<file path="config.mk">
export PLATFORM = sky130hd
export DESIGN_NAME = e203_exu_alu_wbck_buf
export DESIGN_NICKNAME = d
export VERILOG_FILES = /design/src/rtl/e203_exu_alu_wbck_buf.sv
export SDC_FILE = /design/constraint.sdc
export NUM_CORES = 1
export LEC_CHECK = 0
export CAP_MARGIN = 15
export CORE_ASPECT_RATIO = 0.75
export CORE_MARGIN = 5
export CORE_UTILIZATION = 38
export DETAILED_ROUTE_END_ITERATION = 12
export PLACE_DENSITY_LB_ADDON = 0.12
export SLEW_MARGIN = 20
export SYNTH_ARGS = -nofsm -noshare
export SYNTH_HDL_FRONTEND = slang
export SYNTH_SLANG_ARGS = --single-unit
</file>
<file path="constraint.sdc">
create_clock -name clk -period 4.2 [get_ports clk]
set_input_delay 0.63 -clock clk [delete_from_list [all_inputs] [get_ports clk]]
set_output_delay 0.63 -clock clk [all_outputs]
set_load 0.005 [all_outputs]
</file>
<file path="src/rtl/e203_exu_alu_wbck_buf.sv">
// rtl/e203_exu_alu_wbck_buf.sv - registered in-order write-back buffer between ALU and commit arbiter
module e203_exu_alu_wbck_buf #(
  parameter int XLEN  = 32,
  parameter int RDW   = 5,
  parameter int DEPTH = 2
) (
  input  logic                      clk,
  input  logic                      rst_n,

  input  logic                      i_valid,
  output logic                      i_ready,
  input  logic [XLEN-1:0]           i_wdat,
  input  logic                      i_err,
  input  logic                      i_ecall,
  input  logic                      i_ebreak,
  input  logic                      i_wfi,
  input  logic [RDW-1:0]            i_rdidx,
  input  logic                      i_rdwen,

  input  logic                      flush,

  output logic                      o_valid,
  input  logic                      o_ready,
  output logic [XLEN-1:0]           o_wdat,
  output logic                      o_err,
  output logic                      o_ecall,
  output logic                      o_ebreak,
  output logic                      o_wfi,
  output logic [RDW-1:0]            o_rdidx,
  output logic                      o_rdwen,
  output logic [$clog2(DEPTH):0]    o_count
);

  localparam int AW = $clog2(DEPTH);
  localparam int CW = AW + 1;
  localparam int EW = XLEN + RDW + 5;

  logic [EW-1:0] mem_q [DEPTH];
  logic [AW-1:0] wptr_q, wptr_d;
  logic [AW-1:0] rptr_q, rptr_d;
  logic [CW-1:0] count_q, count_d;

  logic          full;
  logic          empty;
  logic          push;
  logic          pop;
  logic [EW-1:0] wr_entry;
  logic [EW-1:0] head;

  assign full  = (count_q == CW'(DEPTH));
  assign empty = (count_q == '0);

  // Ready is derived from registered occupancy only, so commit-side o_ready
  // never reaches back into the ALU; nothing is accepted while in reset.
  assign i_ready = rst_n & ~full & ~flush;
  assign push    = i_valid & i_ready;

  assign o_valid = ~empty;
  assign pop     = o_valid & o_ready & ~flush;

  // Exceptions never write the register file, so rdwen is masked on entry.
  assign wr_entry = {i_wdat, i_err, i_ecall, i_ebreak, i_wfi, i_rdidx, i_rdwen & ~i_err};

  // Outputs are forced to zero when the buffer is empty.
  assign head = o_valid ? mem_q[rptr_q] : '0;
  assign {o_wdat, o_err, o_ecall, o_ebreak, o_wfi, o_rdidx, o_rdwen} = head;
  assign o_count = count_q;

  // Next-state for pointers and occupancy; flush empties by snapping rptr to wptr.
  always_comb begin
    wptr_d  = wptr_q;
    rptr_d  = rptr_q;
    count_d = count_q;
    if (flush) begin
      rptr_d  = wptr_q;
      count_d = '0;
    end else begin
      if (push) wptr_d = wptr_q + AW'(1);
      if (pop)  rptr_d = rptr_q + AW'(1);
      case ({push, pop})
        2'b10:   count_d = count_q + CW'(1);
        2'b01:   count_d = count_q - CW'(1);
        default: count_d = count_q;
      endcase
    end
  end

  // Control state register with synchronous active-low reset.
  always_ff @(posedge clk) begin
    if (!rst_n) begin
      wptr_q  <= '0;
      rptr_q  <= '0;
      count_q <= '0;
    end else begin
      wptr_q  <= wptr_d;
      rptr_q  <= rptr_d;
      count_q <= count_d;
    end
  end

  // Entry storage; contents are only observable through head, which is masked when empty.
  always_ff @(posedge clk) begin
    if (push) begin
      mem_q[wptr_q] <= wr_entry;
    end
  end

endmodule

</file>
=== Yosys cells after proc, flatten, opt, wreduce, memory -nomap -nowiden ===
Memories as Yosys holds them, arrays and structs flattened. A register that Yosys moved wholly into a read port is not among the register bits.
Cells that the tools add are included.

* Bits in registers: 4
* Bits in writable memories: 84
* Input bits: 47
* Output and inout bits: 46
* Word-level logic and storage cells: 35
* Memories kept: 1

* $add $sub $neg: 4
* Equality and inequality tests: 3
* Multiplexer cells: 8
* Bitwise operators: 11
* Reduce and logical (&&, ||, !) cells: 5

{| class="wikitable"
|+ Memories
! name !! words !! width !! read ports !! clocked after Yosys merged registers in !! wr ports !! line !! RTL
|-
| mem_q || 2 || 42 || 1 || 1 || 1 || 38 || <nowiki>logic [EW-1:0] mem_q [DEPTH];</nowiki>
|}

{| class="wikitable"
|+ Operator list
! kind !! count
|-
| 42-bit two-way mux || 1
|-
| 1-bit AND || 6
|-
| 1-bit two-way mux || 6
|-
| 1-bit inverter || 5
|-
| 2-bit equality test, second input constant || 2
|-
| 2-bit case mux with 2 select lines || 1
|-
| 2-bit nonzero test || 2
|-
| 1-bit adder, second input constant || 2
|-
| 2-bit by 1-bit adder with 2-bit output, second input constant || 1
|-
| 2-bit by 1-bit equality test with 1-bit output, second input constant || 1
|-
| 2-bit zero test || 1
|-
| 2-bit AND reduction || 1
|-
| 2-bit OR reduction || 1
|-
| 2-bit by 1-bit subtractor with 2-bit output, second input constant || 1
|}

=== Depth between registers and ports, before layout ===
Gate-level depths: netlist of the first run.

* Depth in word-level cells: 8
* Gate-level depth with buffers: 6
* Depth with buffers taken out: 6

=== Worst setup path after synthesis of the first run ===
No wires, ideal clock.

* Path type: input to register
* From: input rst_n
* To: memory mem_q[0][0] in the netlist's numbering (enable)
* Setup time: 0.442 ns
* Arrival time: 2.691 ns
* Data required time: 3.758 ns
* Slack: 1.067 ns
* Stages on the path: 3
* Path buffers: 0
* Path through: nor2b_1 -> nand3_1 -> nor2_1

* Cells in the longest elaborated chain, start to end: 5

{| class="wikitable"
|+ Ends and longest elaborated chain
! element !! line !! RTL
|-
| start: declaration || 8 || <nowiki>input logic rst_n,</nowiki>
|-
| 1-bit AND (2 in a row) || 55 || <nowiki>assign i_ready = rst_n & ~full & ~flush;</nowiki>
|-
| 1-bit AND || 56 || <nowiki>assign push = i_valid & i_ready;</nowiki>
|-
| 1-bit two-way mux || 103 || <nowiki>if (push) begin</nowiki>
|-
| 1-bit two-way mux (not written as such) || 104 || <nowiki>mem_q[wptr_q] <= wr_entry;</nowiki>
|-
| end: declaration || 38 ||
|}

No other way between the ends.

=== Worst setup path in the final report of the first run ===
* From: register count_q[0] (netlist: o_count[0])
* To: output o_rdidx[1]

* Cells in the longest elaborated chain, start to end: 2

{| class="wikitable"
|+ Ends and longest elaborated chain
! element !! line !! RTL
|-
| start: declaration || 41 || <nowiki>logic [CW-1:0] count_q, count_d;</nowiki>
|-
| start signal: assignment || 97 || <nowiki>count_q <= count_d;</nowiki>
|-
| 2-bit zero test || 51 || <nowiki>assign empty = (count_q == '0);</nowiki>
|-
| 42-bit two-way mux || 65 || <nowiki>assign head = o_valid ? mem_q[rptr_q] : '0;</nowiki>
|-
| end: declaration || 29 || <nowiki>output logic [RDW-1:0] o_rdidx,</nowiki>
|}

No other way between the ends.

==> results of run 1 <==
==> power groups by stage <==
stage / registers, mW / logic, mW / clock network, mW
final: 0.999 / 0.133 / 0.879
after global routing: 1.00 / 0.145 / 0.938
after CTS: 0.999 / 0.136 / 0.895
after detailed placement: 1.02 / 0.135 / 0
after global placement: 1.02 / 0.134 / 0
after floorplan: 1.02 / 0.0573 / 0
==> how the worst max path moves through the flow <==
| stage | startpoint | end | slack, ns |
|---|---|---|---|
| floorplan | rst_n | mem_q[0][0]$_DFFE_PP_ | 1.07 |
| global placement | rst_n | i_ready | 1.63 |
| detailed placement | rst_n | i_ready | 1.60 |
| CTS | o_count[0]$_SDFFE_PP0P_ | o_rdidx[1] | 1.32 |
| global route | o_count[0]$_SDFFE_PP0P_ | o_wdat[15] | 1.18 |
| finish | o_count[0]$_SDFFE_PP0P_ | o_rdidx[1] | 1.40 |
==> placed cells by master (no fill, tap or decap), drive strengths merged <==
master,Yosys,routed
and3,1,1
xnor2,1,1
o21ai,3,3
ha,1,1
clkinv,0,2
and2,1,1
bufinv,0,3
clkbuf,0,10
clkdlybuf4s50,0,92
edfxtp,84,84
nor2,46,46
dfxtp,5,5
nand3,1,1
a21oi,3,3
mux2i,43,43
nand2,2,2
buf,9,3
nor2b,2,2
nand2b,1,1
or3,1,1
clkinvlp,0,1
xor2,2,2
inv,2,2
==> per-layer routing <==
layer	vias up	share of wire [%]
li1	954	-
met1	908	47
met2	58	46
met3	6	5.9
met4	0	0.94
met5	-	0
==> area by class of cell <==
class,count,share of cell area (%)
multi-input combinational,108,15.4
timing repair buffer,95,19.7
clock inverter,6,2.22
sequential,89,54.9
inverter,2,0.157
tap,108,2.83
clock buffer,10,4.79
==> through the flow <==
stage                     instance area [um^2]  instances  hold WS [ns]  utilization [%]  setup WS (ns)
after floorplan                           3410        208         0.455                -           1.07
after global placement                    4450        402         0.524             51.7           1.63
after detailed placement                  4450        402         0.530             51.7           1.60
after CTS                                 4780        418         0.544             55.6           1.32
after global routing                      4780        418         0.583             55.6           1.18
final                                     4780        418         0.542             55.6           1.40
==> sequential cells by signal (all words and copies together), names as in the netlist, named ones only <==
name and count:
o_count 2, rptr_q 1, wptr_q 1, mem_q 84
==> logic make-up after synthesis <==
| family | after synthesis |
|---|---|
| AND/OR/NAND/NOR | 55 |
| flip-flops | 89 |
| AO/OA/AOI/OAI | 6 |
| XOR/XNOR | 3 |
| adder cells (fa/ha/maj) | 1 |
| multiplexers | 43 |
| buffers and inverters | 11 |
==> run metrics, run 1 <==
status=completed; worst reg2reg endpoint=mem_q[0][39]$_DFFE_PP_; total gr overflow=0; Hold Path Cell Cnt=1; total CTS buffers=9; vias in the first global route=1949; period utilisation layout=66.7%; largest family of logic cells by synthesized area=multiplexers; multi-input logic area=738 um^2; Post-Synthesis Cell Area=3410 um^2; M2 GR Usage=19.5%; clk buf depth=2; Power Density=420 nW/um^2; crit-path cells=nor2_4, nor2_1, clkdlybuf4s50_1; clock power share=43.7%; Ports=93; synth top area cells=edfxtp_1 74%, mux2i_1 13%, nor2_1 5.1%, dfxtp_1 2.9%, buf_4 0.88%; fin nets=353; DR WL/cell=15.7 um; Post-synth EDFFs=84; VDD IR-drop max=0.000283 V; CTS tree=done; max_cap viols=0; die height=92 um; fraction of layout cells with a size suffix above 1=6.77%; CP Buf/Inv Count=1; Setup TNS=0 ns; Distinct cells, synth=19; #FFs+latches synth=89; Tightest Pin Transition=1.01 ns; total chip power=2.01 mW; Gates resized, CTS repair=0; P_sw=0.364 mW; Synth Area in XOR/XNOR=0.771%; switch share=18.1%; IO buf count=92; sequential area share after synthesis=77.0%; Compound-Gate Fraction of Synth Area=0.881%; Antenna Violating Nets Remaining=0; Core Box Area=8600 um^2; Critical Path Sink Type=primary output; syn avg cell area=16.4 um^2; Std-Cell Rows=29; r2r setup slk=2.35 ns; clk_skew=0.00450 ns; syn nets=256; Warnings, synthesis=0; Adder-Cell Fraction of Synth Area=0.367%; crit-path max cell delay=0.79 ns; count leader, synth=edfxtp_1; Synth top area share=74.0%; grt met1 use=15.8%; Sequential Power Share=49.7%; Worst Path Required=3.57 ns; Filler cells=710; fin crit period=2.80 ns; placed wire-length estimate=4140 um; family with the most delay on the worst path=simple AND/OR/NAND/NOR gates; total track usage=12.4%; Hold Fails Final Rpt=0; Max Clock Freq=357 MHz; static leakage=1.59 nW; H-tree levels=3; chip width=119 um; Worst slew margin=32.8%; Hold Path End=wptr_q$_SDFFE_PN0P_; DRT Wirelength=6580 um; Sink Count=89; gpl congestion=0.736; most used routing layer=met2; Reg clk slew, reported paths=0.06 ns; post-synthesis instance total=208; # diodes=0; initial core utilization=39.6%; RSZ-0062 raised after global routing=no; Setup Crit Path Kind=flop to primary output; post-synth top area cell=edfxtp_1; internal power consumption=1.65 mW; largest net degree at the start of global routing=44; hold_sp=wptr_q$_SDFFE_PN0P_; Root Buffer Master=clkbuf_16; CP max-delay cell=nor2_4; Post-Synth Simple-Gate Area=6.54%; synth cell count leaders=84 x edfxtp_1, 46 x nor2_1, 43 x mux2i_1; Layout area overhead=40.4%; final setup fails=0; Async SR Flop Fraction=0%; clock latency on the worst-skew pair=0.32 ns; vias post-DR=1926; drt initial violations=79; met3 Use GR=5.10%; First-pass DRT Iterations=4; initial antenna violation count=0; CP Depth=3; Slew Viols, Final=0; critical path startpoint category=flop; Worst R2R Path Depth=4; Avg Vias per Cell=4.61; Synth Flop Type=edfxtp_1; DRC=0; Die Area=11000 um^2; R2R Path Start=o_count[0]$_SDFFE_PP0P_; mux contribution to synthesized area=12.6%; storage element area=2620 um^2; CP arrival=2.17 ns; Hold-fix buffers, CTS=0; # Post-CTS Setup Buffers=0; crit path max fanout=43; worst min-delay path category=flop to flop; first-pass GRT wire length=10400 um; logic gate share of total power=6.6%
(Power assumes the default switching activity.)
==> run 2: changes to the inputs <==
==> constraint.sdc (replaced) <==
create_clock -name clk -period 2.7 [get_ports clk]
set_input_delay 0.405 -clock clk [delete_from_list [all_inputs] [get_ports clk]]
set_output_delay 0.405 -clock clk [all_outputs]
set_load 0.005 [all_outputs]
==> run 2 against run 1 <==
Clock power up 35%. Non-clock buffer count up 4. Final cell count up 0.96%. Setup slack worse by 0.98 ns. Wire length down 1.6%. Critical path depth up 1. Sequential share of layout area about the same. Critical path type unchanged. Largest cell class unchanged.
==> run metrics, run 2 (synthesis results as in run 1) <==
status=completed; commonest non-fill, non-tap cells in the layout=92 x clkdlybuf4s50_1, 84 x edfxtp_1, 44 x nor2_1, 43 x mux2i_1, 9 x clkbuf_16; final setup fails=0 (unchanged); Core Box Area=8600 um^2 (unchanged); Reg clk slew, reported paths=0.06 ns (about the same); Power Density=618 nW/um^2 (+47%); Worst slew margin=74.7% (+42 points); # Post-CTS Setup Buffers=0 (unchanged); CP max-delay cell=clkdlybuf4s50_1; CP arrival=1.88 ns (-0.29 ns); Critical Path Start=o_count[0]$_SDFFE_PP0P_; Die Area=11000 um^2 (unchanged); P_sw=0.569 mW (+56%); most common cell after layout, fill and taps aside=clkdlybuf4s50_1; switch share=19.3% (+1.2 points); critical path startpoint category=flop; first-pass GRT wire length=10300 um (-0.72%); DRT Wirelength=6480 um (-1.6%); DR WL/cell=15.3 um (-2.6%); DP Worst Slack=0.485 ns (-1.12 ns); R2R Path Start=o_count[0]$_SDFFE_PP0P_; Hold-fix buffers, CTS=0 (unchanged); clk_skew=0.00793 ns (+0.00343 ns); Worst R2R Path Depth=5 (+1); DRC=0 (unchanged); total gr overflow=0 (unchanged); met1 wire length=2800 um (-9.0%); worst reg2reg endpoint=o_count[1]$_SDFFE_PP0P_; Sequential Power Share=52.6% (+2.9 points); fraction of layout cells with a size suffix above 1=7.64% (+0.87 points); max reg flops=84 (unchanged); vias post-DR=1947 (+1.1%); internal power consumption=2.38 mW (+45%); family with the most delay on the worst path=buffers and inverters; largest net degree at the start of global routing=43 (-2.3%); Std-Cell Rows=29 (unchanged); First-pass DRT Iterations=4 (unchanged); Root Buffer Master=clkbuf_16; Setup TNS=0 ns (unchanged); crit-path cells=nor2_4, buf_4, nor2_1, clkdlybuf4s50_1; Critical Path Sink Type=primary output; total track usage=12.3% (-0.091 points); chip width=119 um (unchanged); fin nets=357 (+1.1%); IO buf count=92 (unchanged); initial antenna violation count=0 (unchanged); gpl congestion=0.679 (-7.8%); Setup Crit Path Kind=flop to primary output; Hold Fails Final Rpt=0 (unchanged); Layout area overhead=40.3% (about the same); placed wire-length estimate=4220 um (+1.9%); total CTS buffers=9 (unchanged); worst min-delay path category=flop to flop; H-tree levels=3 (unchanged); DP Area=4490 um^2 (+0.96%); # diodes=0 (unchanged); metal3 WL=599 um (+54%); fin crit period=2.28 ns; CTS tree=done; Finished Cell Area=4780 um^2 (about the same); CP Depth=4 (+1); initial core utilization=39.6% (unchanged); final worst-path setup slack=0.420 ns (-0.980 ns); drt initial violations=49 (-38%); Top reg by flops=mem_q; Filler cells=726 (+2.3%); Ports=93 (unchanged); clk buf depth=2 (unchanged); vias in the first global route=2078 (+6.6%); Sink Count=89 (unchanged); Worst Path Required=2.30 ns (-1.27 ns); crit-path max cell delay=0.53 ns (-0.26 ns); Max Used Layer=met4; clock power share=40.4% (-3.3 points); VDD IR-drop max=0.000296 V (+4.4%); Slew Viols, Final=0 (unchanged); die height=92 um (unchanged); RSZ-0062 raised after global routing=no; logic gate share of total power=7.0% (+0.4 points); clock latency on the worst-skew pair=0.33 ns (about the same); max_cap viols=0 (unchanged); Max Clock Freq=439 MHz; period utilisation layout=84.5%; Gates resized, CTS repair=0 (unchanged); met2 WL=3030 um (-0.59%); Antenna Violating Nets Remaining=0 (unchanged); Tightest Pin Transition=0.380 ns (-0.625 ns); r2r setup slk=0.95 ns (-1.40 ns); Avg Vias per Cell=4.61 (+0.13%); static leakage=1.58 nW (-0.34%); CP Buf/Inv Count=2 (+1); crit path max fanout=16 (-63%); CP endpoint=o_wdat[4]
## run 2: worst min-delay path by stage
| stage | start | end | cells past startpoint |
|---|---|---|---|
| 2_1_floorplan | wptr_q$_SDFFE_PN0P_ | wptr_q$_SDFFE_PN0P_ | 1 |
| 3_3_place_gp | wptr_q$_SDFFE_PN0P_ | wptr_q$_SDFFE_PN0P_ | 1 |
| 3_5_place_dp | wptr_q$_SDFFE_PN0P_ | wptr_q$_SDFFE_PN0P_ | 1 |
| 4_1_cts | wptr_q$_SDFFE_PN0P_ | wptr_q$_SDFFE_PN0P_ | 1 |
| 5_1_grt | wptr_q$_SDFFE_PN0P_ | wptr_q$_SDFFE_PN0P_ | 1 |
| 6_report | wptr_q$_SDFFE_PN0P_ | wptr_q$_SDFFE_PN0P_ | 1 |
## run 2: power by group through the flow
| stage | registers [mW] | logic, mW | clock network (mW) |
|---|---|---|---|
| after detailed placement | 1.58 | 0.212 | 0 |
| after CTS | 1.55 | 0.213 | 1.23 |
| after global routing | 1.56 | 0.227 | 1.29 |
| final | 1.55 | 0.208 | 1.19 |
| after global placement | 1.58 | 0.210 | 0 |
| after floorplan | 1.58 | 0.0894 | 0 |
## run 2: metrics by stage
step                      hold slack (ns)  power, mW  instances  utilization [%]
after floorplan                     0.465       1.67        208                -
after global placement              0.527       1.79        406             52.2
after detailed placement            0.517       1.79        406             52.2
after CTS                           0.529       3.00        422             55.6
after global routing                0.555       3.07        422             55.6
final                               0.524       2.95        422             55.6
## run 2: layer usage
layer | track usage, % | up-vias
li1 | - | 965
met1 | 14.5 | 912
met2 | 19.7 | 66
met3 | 6.46 | 4
met4 | 3.72 | 0
met5 | 0 | -
## run 2: layout make-up
cell class / instances / area (um^2) / area share, %
tap: 108 / 135 / 2.83
timing repair buffer: 99 / 986 / 20.6
sequential: 89 / 2620 / 54.9
clock inverter: 4 / 53.8 / 1.13
inverter: 2 / 7.51 / 0.157
multi-input combinational: 108 / 738 / 15.4
clock buffer: 12 / 236 / 4.95
==> run 3: changes to the inputs <==
==> constraint.sdc (replaced) <==
create_clock -name clk -period 2.1 [get_ports clk]
set_input_delay 0.315 -clock clk [delete_from_list [all_inputs] [get_ports clk]]
set_output_delay 0.315 -clock clk [all_outputs]
set_load 0.005 [all_outputs]
==> run 3 against run 2 <==
Clock-buffer cell count shrank 1. Global-route usage is 0.51 points higher. Register-to-register slack worse by 0.66 ns. Worst hold slack better by 0.0019 ns. Non-clock buffer count rose by 3. Critical endpoint is now i_ready.
==> run metrics, run 3 (synthesis results as in run 1) <==
# diodes=0 (unchanged); Max Clock Freq=492 MHz; Slew Viols, Final=0 (unchanged); Top reg by flops=mem_q; DRT Wirelength=7230 um (+12%); RSZ-0062 raised after global routing=yes; total gr overflow=0 (unchanged); largest net degree at the start of global routing=28 (-35%); total CTS buffers=9 (unchanged); commonest non-fill, non-tap cells in the layout=84 x edfxtp_1, 60 x clkdlybuf4s50_1, 44 x nor2_1, 41 x mux2i_1, 32 x dlygate4sd2_1; # Post-CTS Setup Buffers=0 (unchanged); Sink Count=89 (unchanged); fin nets=363 (+1.7%); initial antenna violation count=0 (unchanged); Filler cells=702 (-3.3%); status=completed; period utilisation layout=96.7%; Power Density=782 nW/um^2 (+27%); final setup fails=0 (unchanged); static leakage=1.79 nW (+13%); chip width=119 um (unchanged); Tightest Pin Transition=0.680 ns (+0.300 ns); gpl congestion=0.701 (+3.2%); Std-Cell Rows=29 (unchanged); First-pass DRT Iterations=4 (unchanged); placed wire-length estimate=4310 um (+2.0%); die height=92 um (unchanged); fraction of layout cells with a size suffix above 1=10.9% (+3.3 points); Layout area overhead=43.2%; Setup Crit Path Kind=flop to primary output; Root Buffer Master=clkbuf_16; max_cap viols=0 (unchanged); VDD IR-drop max=0.000423 V (+43%); Ports=93 (unchanged); vias post-DR=2003 (+2.9%); max reg flops=84 (unchanged); Hold-fix buffers, CTS=0 (unchanged); DR WL/cell=16.9 um (+10%); DRC=0 (unchanged); Worst Path Required=1.78 ns (-0.52 ns); worst min-delay path category=flop to flop; clk buf depth=2 (unchanged); first-pass GRT wire length=10700 um (+4.2%); IO buf count=92 (unchanged); CTS tree=done; drt initial violations=59 (+20%); Placed Cells=408 (+0.49%); fin util=56.7% (+1.1 points); vias in the first global route=2081 (+0.14%); Antenna Violating Nets Remaining=0 (unchanged); total track usage=12.8% (+0.51 points); Avg Vias per Cell=4.68 (+1.4%); fin crit period=2.03 ns; Hold Fails Final Rpt=0 (unchanged); Non-Filler Instances=428 (+1.4%); clock latency on the worst-skew pair=0.33 ns (about the same); most common cell after layout, fill and taps aside=edfxtp_1; Die Area=11000 um^2 (unchanged); clk_skew=0.0101 ns (+0.00219 ns); r2r setup slk=0.29 ns (-0.66 ns); crit path max fanout=5 (-11); Reg clk slew, reported paths=0.05 ns (about the same); CP arrival=1.72 ns (-0.16 ns); Critical Path Sink Type=primary output; Worst slew margin=54.6% (-20 points); Core Box Area=8600 um^2 (unchanged); H-tree levels=3 (unchanged); initial core utilization=39.6% (unchanged); critical path startpoint category=flop
-- run 3: cell count changes in the layout (fill, tap and decap cells not counted), sizes merged --
cell,before,now
buf,7,9
dlygate4sd2,0,32
clkinv,1,3
clkinvlp,2,1
clkdlybuf4s50,92,60
nor2,46,49
-- run 3: repair_timing --
item / 4_1_cts / 5_1_grt
pin swaps: 6 / 2
cloned: 1 / 3
resized for setup: 35 / 3
endpoints found under the setup margin: 43 / 11
-- run 3: critical path, stage by stage (launching register included) --
cell             delay (ns)
dfxtp_2                0.44
buf_4                  0.18
nand2b_1               0.13
and2_1                 0.15
clkdlybuf4s50_1        0.50
-- run 3: layout make-up --
| type | instances | area, um^2 | share of cell area (%) |
|---|---|---|---|
| clock buffers | 11 | 233 | 4.77 |
| clock inverters | 5 | 56.3 | 1.15 |
| multi-input cells | 111 | 769 | 15.8 |
| inverters | 2 | 7.51 | 0.154 |
| flip-flops and latches | 89 | 2630 | 53.9 |
| well taps | 108 | 135 | 2.77 |
| repair buffers | 102 | 1050 | 21.5 |
-- run 3: stage by stage --
stage               instance area [um^2]  setup TNS (ns)  setup WS, ns  power, mW  hold slack [ns]
finish                              4880               0        0.0693       3.81            0.526
global route                        4880         -0.0103      -0.00511       3.95            0.564
CTS                                 4830          -0.504       -0.0744       3.83            0.533
detailed placement                  4570          -0.119       -0.0336       2.32            0.520
global placement                    4570         -0.0471       -0.0207       2.32            0.502
floorplan                           3420               0         0.316       2.15            0.414
-- run 3: path summary, 6_finish.rpt --
path	cells past startpoint	end	start
hold / removal	1	wptr_q$_SDFFE_PN0P_	wptr_q$_SDFFE_PN0P_
setup reg to reg	6	o_count[1]$_SDFFE_PP0P_	o_count[1]$_SDFFE_PP0P_
setup / recovery	4	i_ready	o_count[0]$_SDFFE_PP0P_
hold reg to reg	1	wptr_q$_SDFFE_PN0P_	wptr_q$_SDFFE_PN0P_
-- run 3: layer usage --
layer,track usage [%],vias to the layer above,share of wire (%),wire (um)
met5,0,-,0,0
met4,4.29,0,0.73,53
met3,4.98,5,6.9,498
met2,19.0,70,45,3270
met1,17.2,951,47,3410
li1,-,977,-,-
-- run 3: power by group --
part           internal [mW]  total [mW]  switching (mW)  leakage, nW
Clock                  0.920        1.52           0.604        0.139
Combinational          0.168       0.290           0.122        0.847
Sequential              1.98        2.00          0.0152        0.806
Total                   3.07        3.81           0.741         1.79
